### src/rtl/ysyx_23060061_mem_pkg.sv
// Shared types and constants for the IFU/LSU data-memory arbiter.
package ysyx_23060061_mem_pkg;

  typedef enum logic [1:0] {
    StIdle  = 2'd0,
    StIssue = 2'd1,
    StWait  = 2'd2,
    StResp  = 2'd3
  } state_e;

  // Requester ids; also the meaning of the priority bit (points at the favoured side).
  localparam logic REQ_IFU  = 1'b0;
  localparam logic REQ_LSU  = 1'b1;
  localparam logic PRIO_RST = REQ_LSU;

endpackage

### src/rtl/ysyx_23060061_rr_arb2.sv
// Two-way round-robin grant. Combinational grant from valids and the priority bit;
// the priority bit moves to the side not just served when a transaction retires.
module ysyx_23060061_rr_arb2
  import ysyx_23060061_mem_pkg::*;
(
  input  logic clk,
  input  logic rst,
  input  logic en_i,
  input  logic ifu_valid_i,
  input  logic lsu_valid_i,
  input  logic done_i,
  input  logic done_id_i,
  output logic ifu_gnt_o,
  output logic lsu_gnt_o,
  output logic gnt_id_o
);

  logic prio_q, prio_d;

  // Priority update on retirement of a transaction.
  always_comb begin
    prio_d = prio_q;
    if (done_i) begin
      prio_d = ~done_id_i;
    end
  end

  // Priority register.
  always_ff @(posedge clk) begin
    if (rst) begin
      prio_q <= PRIO_RST;
    end else begin
      prio_q <= prio_d;
    end
  end

  // Winner selection: a lone requester always wins, a tie goes to the favoured side.
  always_comb begin
    gnt_id_o = REQ_IFU;
    if (ifu_valid_i && lsu_valid_i) begin
      gnt_id_o = prio_q;
    end else if (lsu_valid_i) begin
      gnt_id_o = REQ_LSU;
    end
    ifu_gnt_o = en_i && ifu_valid_i && (gnt_id_o == REQ_IFU);
    lsu_gnt_o = en_i && lsu_valid_i && (gnt_id_o == REQ_LSU);
  end

endmodule

### src/rtl/ysyx_23060061_mem_arbiter.sv
// Shares the data-memory port between IFU and LSU: one transaction in flight,
// captured at accept, issued to memory, response routed back to its owner.
module ysyx_23060061_mem_arbiter
  import ysyx_23060061_mem_pkg::*;
#(
  parameter int unsigned ADDR_W = 32,
  parameter int unsigned DATA_W = 32
) (
  input  logic                clk,
  input  logic                rst,
  input  logic                ifu_req_valid,
  output logic                ifu_req_ready,
  input  logic [ADDR_W-1:0]   ifu_req_addr,
  output logic                ifu_resp_valid,
  output logic [DATA_W-1:0]   ifu_resp_data,
  input  logic                ifu_resp_ready,
  input  logic                lsu_req_valid,
  output logic                lsu_req_ready,
  input  logic [ADDR_W-1:0]   lsu_req_addr,
  input  logic                lsu_req_wen,
  input  logic [DATA_W-1:0]   lsu_req_wdata,
  input  logic [DATA_W/8-1:0] lsu_req_wmask,
  output logic                lsu_resp_valid,
  output logic [DATA_W-1:0]   lsu_resp_data,
  input  logic                lsu_resp_ready,
  output logic                mem_req_valid,
  input  logic                mem_req_ready,
  output logic [ADDR_W-1:0]   mem_req_addr,
  output logic                mem_req_wen,
  output logic [DATA_W-1:0]   mem_req_wdata,
  output logic [DATA_W/8-1:0] mem_req_wmask,
  input  logic                mem_resp_valid,
  input  logic [DATA_W-1:0]   mem_resp_data,
  output logic                mem_resp_ready
);

  state_e              state_q, state_d;
  logic                owner_q, owner_d;
  logic [ADDR_W-1:0]   addr_q, addr_d;
  logic                wen_q, wen_d;
  logic [DATA_W-1:0]   wdata_q, wdata_d;
  logic [DATA_W/8-1:0] wmask_q, wmask_d;
  logic [DATA_W-1:0]   rdata_q, rdata_d;

  logic arb_en, ifu_gnt, lsu_gnt, gnt_id, done;

  // Grants are only offered in IDLE and never while reset is held.
  assign arb_en        = (state_q == StIdle) && !rst;
  assign ifu_req_ready = ifu_gnt;
  assign lsu_req_ready = lsu_gnt;

  ysyx_23060061_rr_arb2 u_arb (
    .clk         (clk),
    .rst         (rst),
    .en_i        (arb_en),
    .ifu_valid_i (ifu_req_valid),
    .lsu_valid_i (lsu_req_valid),
    .done_i      (done),
    .done_id_i   (owner_q),
    .ifu_gnt_o   (ifu_gnt),
    .lsu_gnt_o   (lsu_gnt),
    .gnt_id_o    (gnt_id)
  );

  // State and captured-transaction registers.
  always_ff @(posedge clk) begin
    if (rst) begin
      state_q <= StIdle;
      owner_q <= REQ_IFU;
      addr_q  <= '0;
      wen_q   <= 1'b0;
      wdata_q <= '0;
      wmask_q <= '0;
      rdata_q <= '0;
    end else begin
      state_q <= state_d;
      owner_q <= owner_d;
      addr_q  <= addr_d;
      wen_q   <= wen_d;
      wdata_q <= wdata_d;
      wmask_q <= wmask_d;
      rdata_q <= rdata_d;
    end
  end

  // Next state: capture on grant, advance on each handshake.
  always_comb begin
    state_d = state_q;
    owner_d = owner_q;
    addr_d  = addr_q;
    wen_d   = wen_q;
    wdata_d = wdata_q;
    wmask_d = wmask_q;
    rdata_d = rdata_q;
    done    = 1'b0;
    unique case (state_q)
      StIdle: begin
        if (lsu_gnt) begin
          owner_d = REQ_LSU;
          addr_d  = lsu_req_addr;
          wen_d   = lsu_req_wen;
          wdata_d = lsu_req_wdata;
          wmask_d = lsu_req_wmask;
          state_d = StIssue;
        end else if (ifu_gnt) begin
          owner_d = REQ_IFU;
          addr_d  = ifu_req_addr;
          wen_d   = 1'b0;
          wdata_d = '0;
          wmask_d = '0;
          state_d = StIssue;
        end
      end
      StIssue: begin
        if (mem_req_ready) state_d = StWait;
      end
      StWait: begin
        if (mem_resp_valid) begin
          rdata_d = mem_resp_data;
          state_d = StResp;
        end
      end
      StResp: begin
        if ((owner_q == REQ_LSU) ? lsu_resp_ready : ifu_resp_ready) begin
          state_d = StIdle;
          done    = 1'b1;
        end
      end
      default: state_d = StIdle;
    endcase
  end

  // Outputs: everything idles at zero outside its own state and while reset is held.
  always_comb begin
    mem_req_valid  = 1'b0;
    mem_req_addr   = '0;
    mem_req_wen    = 1'b0;
    mem_req_wdata  = '0;
    mem_req_wmask  = '0;
    mem_resp_ready = 1'b0;
    ifu_resp_valid = 1'b0;
    ifu_resp_data  = '0;
    lsu_resp_valid = 1'b0;
    lsu_resp_data  = '0;
    if (!rst) begin
      unique case (state_q)
        StIssue: begin
          mem_req_valid = 1'b1;
          mem_req_addr  = addr_q;
          mem_req_wen   = wen_q;
          mem_req_wdata = wdata_q;
          mem_req_wmask = wmask_q;
        end
        StWait: mem_resp_ready = 1'b1;
        StResp: begin
          if (owner_q == REQ_LSU) begin
            lsu_resp_valid = 1'b1;
            lsu_resp_data  = rdata_q;
          end else begin
            ifu_resp_valid = 1'b1;
            ifu_resp_data  = rdata_q;
          end
        end
        default: ;
      endcase
    end
  end

  // gnt_id is folded into the one-hot grants; kept for visibility.
  logic unused_gnt_id;
  assign unused_gnt_id = gnt_id;

endmodule
### config.mk
export PLATFORM = sky130hd
export DESIGN_NAME = ysyx_23060061_mem_arbiter
export DESIGN_NICKNAME = d
export VERILOG_FILES = /design/src/rtl/ysyx_23060061_mem_pkg.sv /design/src/rtl/ysyx_23060061_rr_arb2.sv /design/src/rtl/ysyx_23060061_mem_arbiter.sv
export SDC_FILE = /design/constraint.sdc
export NUM_CORES = 1
export LEC_CHECK = 0
export ABC_AREA = 1
export BUFFER_PORTS_ARGS = -buffer_cell sky130_fd_sc_hd__buf_4
export CORE_ASPECT_RATIO = 2
export CORE_MARGIN = 8
export CORE_UTILIZATION = 45
export CTS_CLUSTER_SIZE = 14
export DETAILED_ROUTE_END_ITERATION = 16
export PLACE_DENSITY = 0.82
export SYNTH_ARGS = -nofsm -noshare
export SYNTH_HDL_FRONTEND = slang
export SYNTH_SLANG_ARGS = --single-unit
### constraint.sdc
create_clock -name clk -period 1.8 [get_ports clk]
set_input_delay 0.36 -clock clk [delete_from_list [all_inputs] [get_ports clk]]
set_output_delay 0.36 -clock clk [all_outputs]
set_load 0.05 [all_outputs]
# After elaboration in Yosys (flattened, before gate mapping)
# Index checks and enable logic that the tools add are counted.
dict set report classes {
  mux 44
  bitwise_logic 2
  n_reduce_logical 12
  n_eq_ne 7
}
# operator n
set op_table {}
lappend op_table {{$mux W32} 14}
lappend op_table {{$mux W1} 20}
lappend op_table {{$mux W4} 4}
lappend op_table {{$mux W2} 5}
lappend op_table {{$pmux W2 S4} 1}
lappend op_table {{$logic_and A1 B1 Y1} 6}
lappend op_table {{$ne A2 B2 Y1 const B} 3}
lappend op_table {{$eq A2 B2 Y1 const B} 2}
lappend op_table {{$reduce_and A2 Y1} 2}
lappend op_table {{$reduce_and A4 Y1} 1}
lappend op_table {{$ne A3 B3 Y1 const B} 1}
lappend op_table {{$eq A2 B1 Y1 const B} 1}
lappend op_table {{$logic_not A2 Y1} 1}
lappend op_table {{$not A1 Y1} 2}
lappend op_table {{$reduce_bool A2 Y1} 1}
lappend op_table {{$logic_not A1 Y1} 1}
dict set report totals {
  output_inout_bits 139
  register_bits 105
  word_cells 73
}

# Logic depth before layout (Yosys ltp)
# Gate-level depths: netlist of the first run.
dict set report logic_depth {
  depth_word 7
  mapped_depth 11
}

# Cells and area by module
# A second synthesis of the first run with hierarchy kept.
dict set report hier_totals {
  hier_cells 769
  hier_area_um2 5292.6
}
# module n_inst cells_per_inst area_per_inst_um2
set modules_own_cells {}
lappend modules_own_cells {ysyx_23060061_mem_arbiter 1 756 5222.5}
lappend modules_own_cells {ysyx_23060061_rr_arb2 1 13 70.1}

# Worst setup path after synthesis of the first run
# OpenSTA, ideal clock, no wires.
dict set report synth_timing {
  path_type {reg-to-output}
  start {register state_q[0]}
  end {output ifu_resp_data[10]}
  t_arrival_ns 2.905
  path_slack_ns -1.465
  stages_incl_launch_ff 7
  cell_sequence {dfxtp_1 > ha_1 > inv_1 > nor3_1 > inv_1 > buf_6 > nor2_1}
}
dict set report synth_between {
  elab_chain_len 3
}
# item line
set synth_lines {}
lappend synth_lines {{from (decl)} ysyx_23060061_mem_arbiter.sv:37} ;# state_e state_q, state_d;
lappend synth_lines {{from (signal assigned)} ysyx_23060061_mem_arbiter.sv:68} ;# state_q <= StIdle;
lappend synth_lines {{from (signal assigned)} ysyx_23060061_mem_arbiter.sv:76} ;# state_q <= state_d;
lappend synth_lines {{$eq A2 B2 Y1} ysyx_23060061_mem_arbiter.sv:146} ;# unique case (state_q)
lappend synth_lines {{$mux W32} ysyx_23060061_mem_arbiter.sv:146}
lappend synth_lines {{$mux W32} ysyx_23060061_mem_arbiter.sv:145} ;# if (!rst) begin
lappend synth_lines {{to (decl)} ysyx_23060061_mem_arbiter.sv:15} ;# output logic [DATA_W-1:0] ifu_resp_data,
# Every way passes these cells.

# Final worst setup path of the first run
dict set report layout_timing {
  start {register owner_q}
  end {output lsu_resp_data[28]}
}
dict set report layout_between {
  elab_chain_len 3
}
# item line
set layout_lines {}
lappend layout_lines {{from (decl)} ysyx_23060061_mem_arbiter.sv:38} ;# logic owner_q, owner_d;
lappend layout_lines {{from (signal assigned)} ysyx_23060061_mem_arbiter.sv:77} ;# owner_q <= owner_d;
lappend layout_lines {{$mux W32} ysyx_23060061_mem_arbiter.sv:156} ;# if (owner_q == REQ_LSU) begin
lappend layout_lines {{$mux W32} ysyx_23060061_mem_arbiter.sv:146}
lappend layout_lines {{$mux W32} ysyx_23060061_mem_arbiter.sv:145}
lappend layout_lines {{to (decl)} ysyx_23060061_mem_arbiter.sv:24} ;# output logic [DATA_W-1:0] lsu_resp_data,
# Every way passes these cells.

==> key figures, run 1 <==
STA
  • Fin crit period: ~2.1 ns
  • RSZ-0062 raised after global routing: yes
  • Highest Clock Rate: roughly 470 MHz
  • Slew Viols, Final: 0
  • Fin crit share: 1.19
  • Worst slew pin tran: between 0.4 and 0.5 ns
  • Slew headroom: 0.695
  • Final TNS setup: -43.50 ns
  • Clock skew: 0.0109 ns
  • Finish-stage setup viols: between 200 and 250
  • Setup ws final: -0.346 ns
  • Final hold viol count: 0

Setup path
  • R2r worst-path depth: 10
  • CP Launch Point: owner_q
  • CP Max Fanout: 7
  • CP max stage delay: 0.41 ns
  • Reg2reg end: wdata_q[28]
  • Startpoint Class: register
  • Crit Path Category: register to primary output
  • Worst R2R Setup Slack: -0.22 ns
  • CP Depth: 6
  • Crit path capture: lsu_resp_data[28]
  • Reg-to-Reg Start: state_q[1]
  • Worst path bufs/invs: 4
  • CP arrival: ~1.8 ns
  • Crit-path leading delay family: buffers and inverters
  • Slowest-stage cell, CP: dfxtp_2
  • Cell chain of the critical path: inv_1 -> nor3_4 -> inv_4 -> clkbuf_16 -> nor2_4 -> buf_6
  • Req. time, crit path: 1.44 ns
  • Crit end category: primary output

Global routing
  • Initial antenna violation count: 0
  • First-pass GRT wire length: about 34,000 µm
  • Vias in the first global route: ~6,500
  • Largest net degree at the start of global routing: 65
  • Global route overflow: 0
  • Total GRT Usage: 0.276

Run status
  • Status: complete, but fails checks
  • Failing checks: negative setup slack

Synth
  • Post-synthesis sequential area ratio: 0.412
  • Synth Instances: 820
  • Synth Net Count: roughly 970
  • Syn. warnings: 0
  • Synth unique cells: 20
  • Avg Cell Area, Syn: around 6.2 µm²
  • Cell area after synthesis: approximately 0.0051 mm²
  • Flops & latches, synth: 105

Cells and area
  • Area growth syn-to-layout: 104%
  • Final design utilization: 0.930
  • Nets: around 1,300
  • ANT cells: 0
  • Post-layout instance area: approximately 0.010 mm²
  • Share of cells above drive strength 1: 0.509
  • Final Non-Filler Cells: 1,253
  • Fill cells: 370

Placed design
  • PortBufs: 279
  • Placed insts: 1,207
  • Routability cong.: around 0.85
  • Placed Area: 0.00848 mm²
  • Hpwl dp: between 10,000 and 15,000 µm

Floorplan
  • Die H: about 170 µm
  • Die Wd: slightly above 90 µm
  • Core Box Area: ~0.011 mm²
  • Cell Rows: 55
  • Initial Util: 0.455
  • Die Area: 0.0152 mm²
  • Top Ports: 280

Clocking
  • Root Buffer Master: clkbuf_16
  • Hold-fix buffers, CTS: 0
  • H-Tree Depth: 3
  • Clock Sink Count: 105
  • Total CTS buffers: 9
  • TritonCTS clock tree: yes
  • Clk_lat worst skew: about 0.36 ns
  • Reg clk slew, reported paths: roughly 0.070 ns
  • Clock Path Buffers: 2

Worst hold path
  • Hold Crit Class: input pin to register

Routing
  • Routed length per placed instance: 23.9 µm
  • DRT antenna net count: 0
  • Via count: 7,363
  • DRC viols: 0
  • DRT Wirelength: roughly 30,000 µm
  • DR iter-0 viols: about 740
  • Via/cell ratio: between 5 and 6
  • Drt pass-1 iters: 6

Pwr
  • VDD IR max: a little under 0.8 mV
  • Cell Pwr Density: between 1000 and 1500 mW/mm²
  • Overall power: 11.1 mW
  • Pleak: between 4 and 5 nW

Flow run
  • Number of max-cap violations: 0
## power by group
| part | switching [mW] | total, mW | internal, mW |
|---|---|---|---|
| clock network | 0.918 | 2.42 | 1.50 |
| registers | 0.349 | 3.14 | 2.79 |
| logic | 3.37 | 5.54 | 2.17 |
## what timing repair did
item,CTS,global route
setup buffers,3,7
pin swaps,2,16
setup endpoints to repair,137,150
cloned,1,19
resized for setup,146,163
## worst reg2reg max path, cell delays in order (launching register included)
cell     delay, ns
dfxtp_4       0.37
inv_2         0.10
ha_2          0.22
inv_1         0.10
nor2_4        0.19
nand3_4       0.13
inv_4         0.11
buf_8         0.14
buf_6         0.19
nand2_1       0.13
a21oi_1       0.25
## state kept, by name, indices dropped and copies added (netlist names)
signal and flops:
wdata_q 32, u_arb.prio_q 1, owner_q 1, rdata_q 32, state_q 2, wen_q 1
wmask_q 4, addr_q 32
## per-stage QoR
stage	hold WS [ns]	setup slack [ns]
2_1_floorplan	0.439	-0.314
3_3_place_gp	0.448	0.0876
3_5_place_dp	0.453	0.0695
4_1_cts	0.259	-0.269
5_1_grt	0.260	-0.356
6_report	0.256	-0.346
## Yosys cell counts
cell / n / share of area
nand3_4: 1 / 0.0034
nor3_1: 1 / 0.00098
nor2_1: 201 / 0.15
clkbuf_1: 30 / 0.022
dfxtp_1: 105 / 0.41
inv_2: 2 / 0.0015
buf_6: 4 / 0.0088
o21ai_0: 64 / 0.063
nor3_2: 1 / 0.0020
nand2_1: 252 / 0.19
inv_1: 48 / 0.035
nand3_1: 5 / 0.0049
ha_1: 5 / 0.012
buf_2: 20 / 0.020
nand2_2: 1 / 0.0012
buf_1: 4 / 0.0029
a21oi_1: 73 / 0.072
nor2_4: 1 / 0.0022
o221ai_1: 1 / 0.0017
buf_4: 1 / 0.0015
## worst min path at each step
stage | slack (ns) | startpoint | cells past startpoint | to
2_1_floorplan | 0.44 | wdata_q[14] | 2 | wdata_q[14]
3_3_place_gp | 0.45 | wdata_q[17] | 2 | wdata_q[17]
3_5_place_dp | 0.45 | wdata_q[11] | 2 | wdata_q[11]
4_1_cts | 0.26 | lsu_req_wdata[17] | 3 | wdata_q[17]
5_1_grt | 0.26 | lsu_req_wdata[17] | 3 | wdata_q[17]
6_report | 0.26 | lsu_req_wdata[17] | 3 | wdata_q[17]
## logic make-up after synthesis
family,share of synthesized area
adder cells (fa/ha/maj),0.0123
flip-flops,0.412
AND/OR/NAND/NOR,0.348
AO/OA/AOI/OAI,0.136
buffers and inverters,0.0917
## cell type report
cell class,count,area [µm²],area share
timing repair buffer,334,3820,0.366
clock inverter,5,128,0.0122
inverter,50,203,0.0194
multi-input combinational,606,3760,0.360
sequential,105,2110,0.202
clock buffer,11,233,0.0223
tap,142,178,0.0170
## placed cells by master (no fill, tap or decap)
master,n
nand2_1,195
buf_4,154
nor2_4,134
dfxtp_1,102
buf_8,74
buf_6,73
a21oi_1,72
o21ai_0,64
nor2_1,60
nand2_2,56
inv_1,41
clkbuf_16,23
buf_12,17
nor2_2,8
nand3_1,5
inv_4,4
bufinv_16,4
inv_2,3
nor3_4,2
nand2_4,2
ha_1,2
ha_4,2
clkbuf_1,2
dfxtp_4,2
nand3_4,1
a21oi_4,1
clkinv_1,1
inv_6,1
o221ai_1,1
ha_2,1
clkinvlp_4,1
buf_16,1
clkbuf_8,1
dfxtp_2,1
## routing by layer
layer,wire (µm),global-route usage
met5,0,0
met2,15300,0.509
met3,3020,0.0630
met4,2380,0.149
met1,9280,0.275
Note: power is estimated with default switching activity, not from simulation.
==> run 2, diff against run 1 <==
Settings changed: ABC_AREA 1 to not set.
==> run 2 against run 1 <==
- the run still ends with negative setup slack left
- sequential share of layout area up 1.9 points
- non-clock buffer count down 9
- via count down 20%
- critical path depth down 1
- sequential power down 4%
- highest routed layer unchanged
- die area down 1.8%
- cell count down 16%
- design area down 8.7%
- critical endpoint is now ifu_resp_data[24]
- largest power group unchanged
- core utilization down 5.4 points
- fmax up 3.3%
==> key figures, run 2 <==
Run status
  • Status: complete, but fails checks
  • Failing checks: negative setup slack

Global routing
  • GRT busiest layer: met2
  • Met3 GRT Util: 0.102
  • Global route overflow: 0
  • Largest net degree at the start of global routing: 83
  • GR Util met2: 0.470
  • Met1 Use GR: 0.219
  • Initial antenna violation count: 0
  • First-pass GRT wire length: 30,700 µm
  • Vias in the first global route: between 6,000 and 7,000
  • Total GRT Usage: 0.257

Cells and area
  • Nets: about 1,100
  • Storage cell area: roughly 0.0021 mm²
  • Final design utilization: 0.876
  • Share of cells above drive strength 1: 0.533
  • Area growth syn-to-layout: 90.6%
  • Commonest non-fill, non-tap cell in the layout: buf_4
  • Most frequent cells in the layout: 154 x buf_4, 126 x buf_8, 112 x and2_4
  • Multi-input gate area: roughly 0.0030 mm²
  • Biggest regs: addr_q x32, rdata_q x32, wdata_q x32
  • Fill cells: 494

Pwr
  • VDD IR max: just under 0.7 mV
  • Cell Pwr Density: about 890 mW/mm²
  • Pleak: 4.28 nW

Placed design
  • Dpl ws: -0.0229 ns
  • PortBufs: 279
  • Hpwl dp: 13,600 µm
  • Routability cong.: slightly above 0.8

Clocking
  • TritonCTS clock tree: yes
  • Total CTS buffers: 9
  • Clk_lat worst skew: about 0.34 ns
  • H-Tree Depth: 3
  • Hold-fix buffers, CTS: 0
  • Reg clk slew, reported paths: about 0.070 ns
  • Root Buffer Master: clkbuf_16
  • Clock Path Buffers: 2
  • Clock Sink Count: 105

Setup path
  • CP Max Fanout: 17
  • Startpoint Class: register
  • Crit Path Category: register to primary output
  • Reg-to-Reg Start: state_q[1]
  • R2r worst-path depth: 9
  • Crit end category: primary output
  • CP arrival: about 1.7 ns
  • Req. time, crit path: about 1.4 ns
  • CP Launch Point: state_q[1]

Routing
  • DR iter-0 viols: roughly 370
  • Routed length per placed instance: ~22 µm
  • DRT antenna net count: 0
  • Via count: 5,884
  • DRT Wirelength: 23,600 µm
  • DRC viols: 0
  • Via/cell ratio: ~5.6
  • Drt pass-1 iters: 5

STA
  • Fin crit period: between 2 and 2.5 ns
  • Finish-stage setup viols: 140
  • Slew Viols, Final: 0
  • Setup ws final: -0.278 ns
  • Highest Clock Rate: between 400 and 500 MHz
  • Final hold viol count: 0
  • Worst slew pin tran: approximately 0.9 ns
  • Fin crit share: 1.15
  • Clock skew: ~0.0077 ns
  • Slew headroom: 0.406
  • RSZ-0062 raised after global routing: yes

Synth
  • EDFF count, synth: 0
  • Cell taking the most area after synthesis: dfxtp_1
  • Most used DFF post-synth: dfxtp_1
  • Top cell type's share of synthesized area: 0.421
  • Async S/R FF share, synth: 0
  • Synth Instances: about 630
  • Flops & latches, synth: about 110
  • Avg Cell Area, Syn: 7.92 µm²
  • Cell area after synthesis: between 0.004 and 0.005 mm²
  • Post-synthesis sequential area ratio: 0.421
  • Count leader, synth: and2_1
  • Synth Net Count: 777
  • Synth unique cells: 26
  • Synth area leaders: dfxtp_1 42%, and2_1 17%, nand2_1 7.7%
  • Syn. warnings: 0
  • Commonest cells post-synth: 134 x and2_1, 105 x dfxtp_1, 103 x nand2_1

Worst hold path
  • Hold path depth: 3
  • Hold Crit Class: input pin to register
  • Hold path start: lsu_req_wdata[0]

Floorplan
  • Die Area: 0.0149 mm²
  • Cell Rows: 54
  • Top Ports: 280
  • Initial Util: 0.460
  • Die Wd: roughly 91 µm
  • Die H: between 150 and 200 µm
  • Core Box Area: approximately 0.011 mm²

Flow run
  • Number of max-cap violations: 0
## run 2: cell types whose count changed in the layout (fill, tap and decap cells not counted), sizes merged, moves of 2 or more
cell / change
and2: +134
nor3: -2
clkbuf: -8
nand2: -150
nor2: -168
nor2b: +2
bufinv: -2
a211oi: +33
nand3: +32
o21ai: -62
mux2i: +33
inv: -43
buf: -2
## run 2: metal layers
layer  vias up  part of all wire
met2       362              0.51
met3       129             0.087
met4         0             0.083
li1       2648                 -
met1      2745              0.32
met5         -                 0
## run 2: final timing paths
check | slack [ns] | endpoint
max | -0.28 | ifu_resp_data[24]
max reg2reg | -0.01 | wdata_q[28]
min | 0.26 | wdata_q[0]
min reg2reg | 0.46 | wdata_q[19]
## run 2: logic make-up after synthesis
| group | share of synthesized area |
|---|---|
| AO/OA/AOI/OAI | 0.133 |
| adder cells (fa/ha/maj) | 0.0125 |
| flip-flops | 0.421 |
| AND/OR/NAND/NOR | 0.317 |
| buffers and inverters | 0.0516 |
| multiplexers | 0.0661 |
## run 2: report_power, final
group / total [mW] / internal, mW / switching, mW
registers: 3.01 / 2.71 / 0.295
clock network: 2.08 / 1.21 / 0.865
logic: 3.42 / 1.64 / 1.78
total: 8.51 / 5.57 / 2.94
## run 2: layout make-up
type | count | share of cell area
clock inverters | 5 | 0.00854
diodes | 1 | 0.000263
repair buffers | 325 | 0.406
inverters | 6 | 0.00289
flip-flops and latches | 105 | 0.221
clock buffers | 10 | 0.0240
well taps | 140 | 0.0184
multi-input cells | 465 | 0.319
## run 2: stage by stage
| step | setup TNS (ns) | hold WS (ns) | total power [mW] | cells | cell area, µm² |
|---|---|---|---|---|---|
| CTS | -27.82 | 0.252 | 8.05 | 1044 | 8880 |
| global placement | 0 | 0.449 | 5.30 | 1014 | 7470 |
| finish | -33.34 | 0.263 | 8.51 | 1057 | 9530 |
| global route | -39.94 | 0.257 | 8.85 | 1056 | 9530 |
| detailed placement | -0.122 | 0.453 | 5.41 | 1014 | 7470 |
| floorplan | -0.555 | 0.440 | 4.50 | 631 | 5180 |
## run 2: repair_timing
action / CTS / global route
setup endpoints to repair: 139 / 146
gates cloned: 6 / 9
resized for setup: 264 / 145
buffers inserted: 9 / 6
pin swaps: 15 / 58
## run 2: worst max-delay path, cell delays in order, from the launching register on
cell and delay, ns:
dfxtp_4 0.39, ha_4 0.17, nor3b_4 0.25, buf_6 0.23, and2_4 0.19, buf_8 0.15
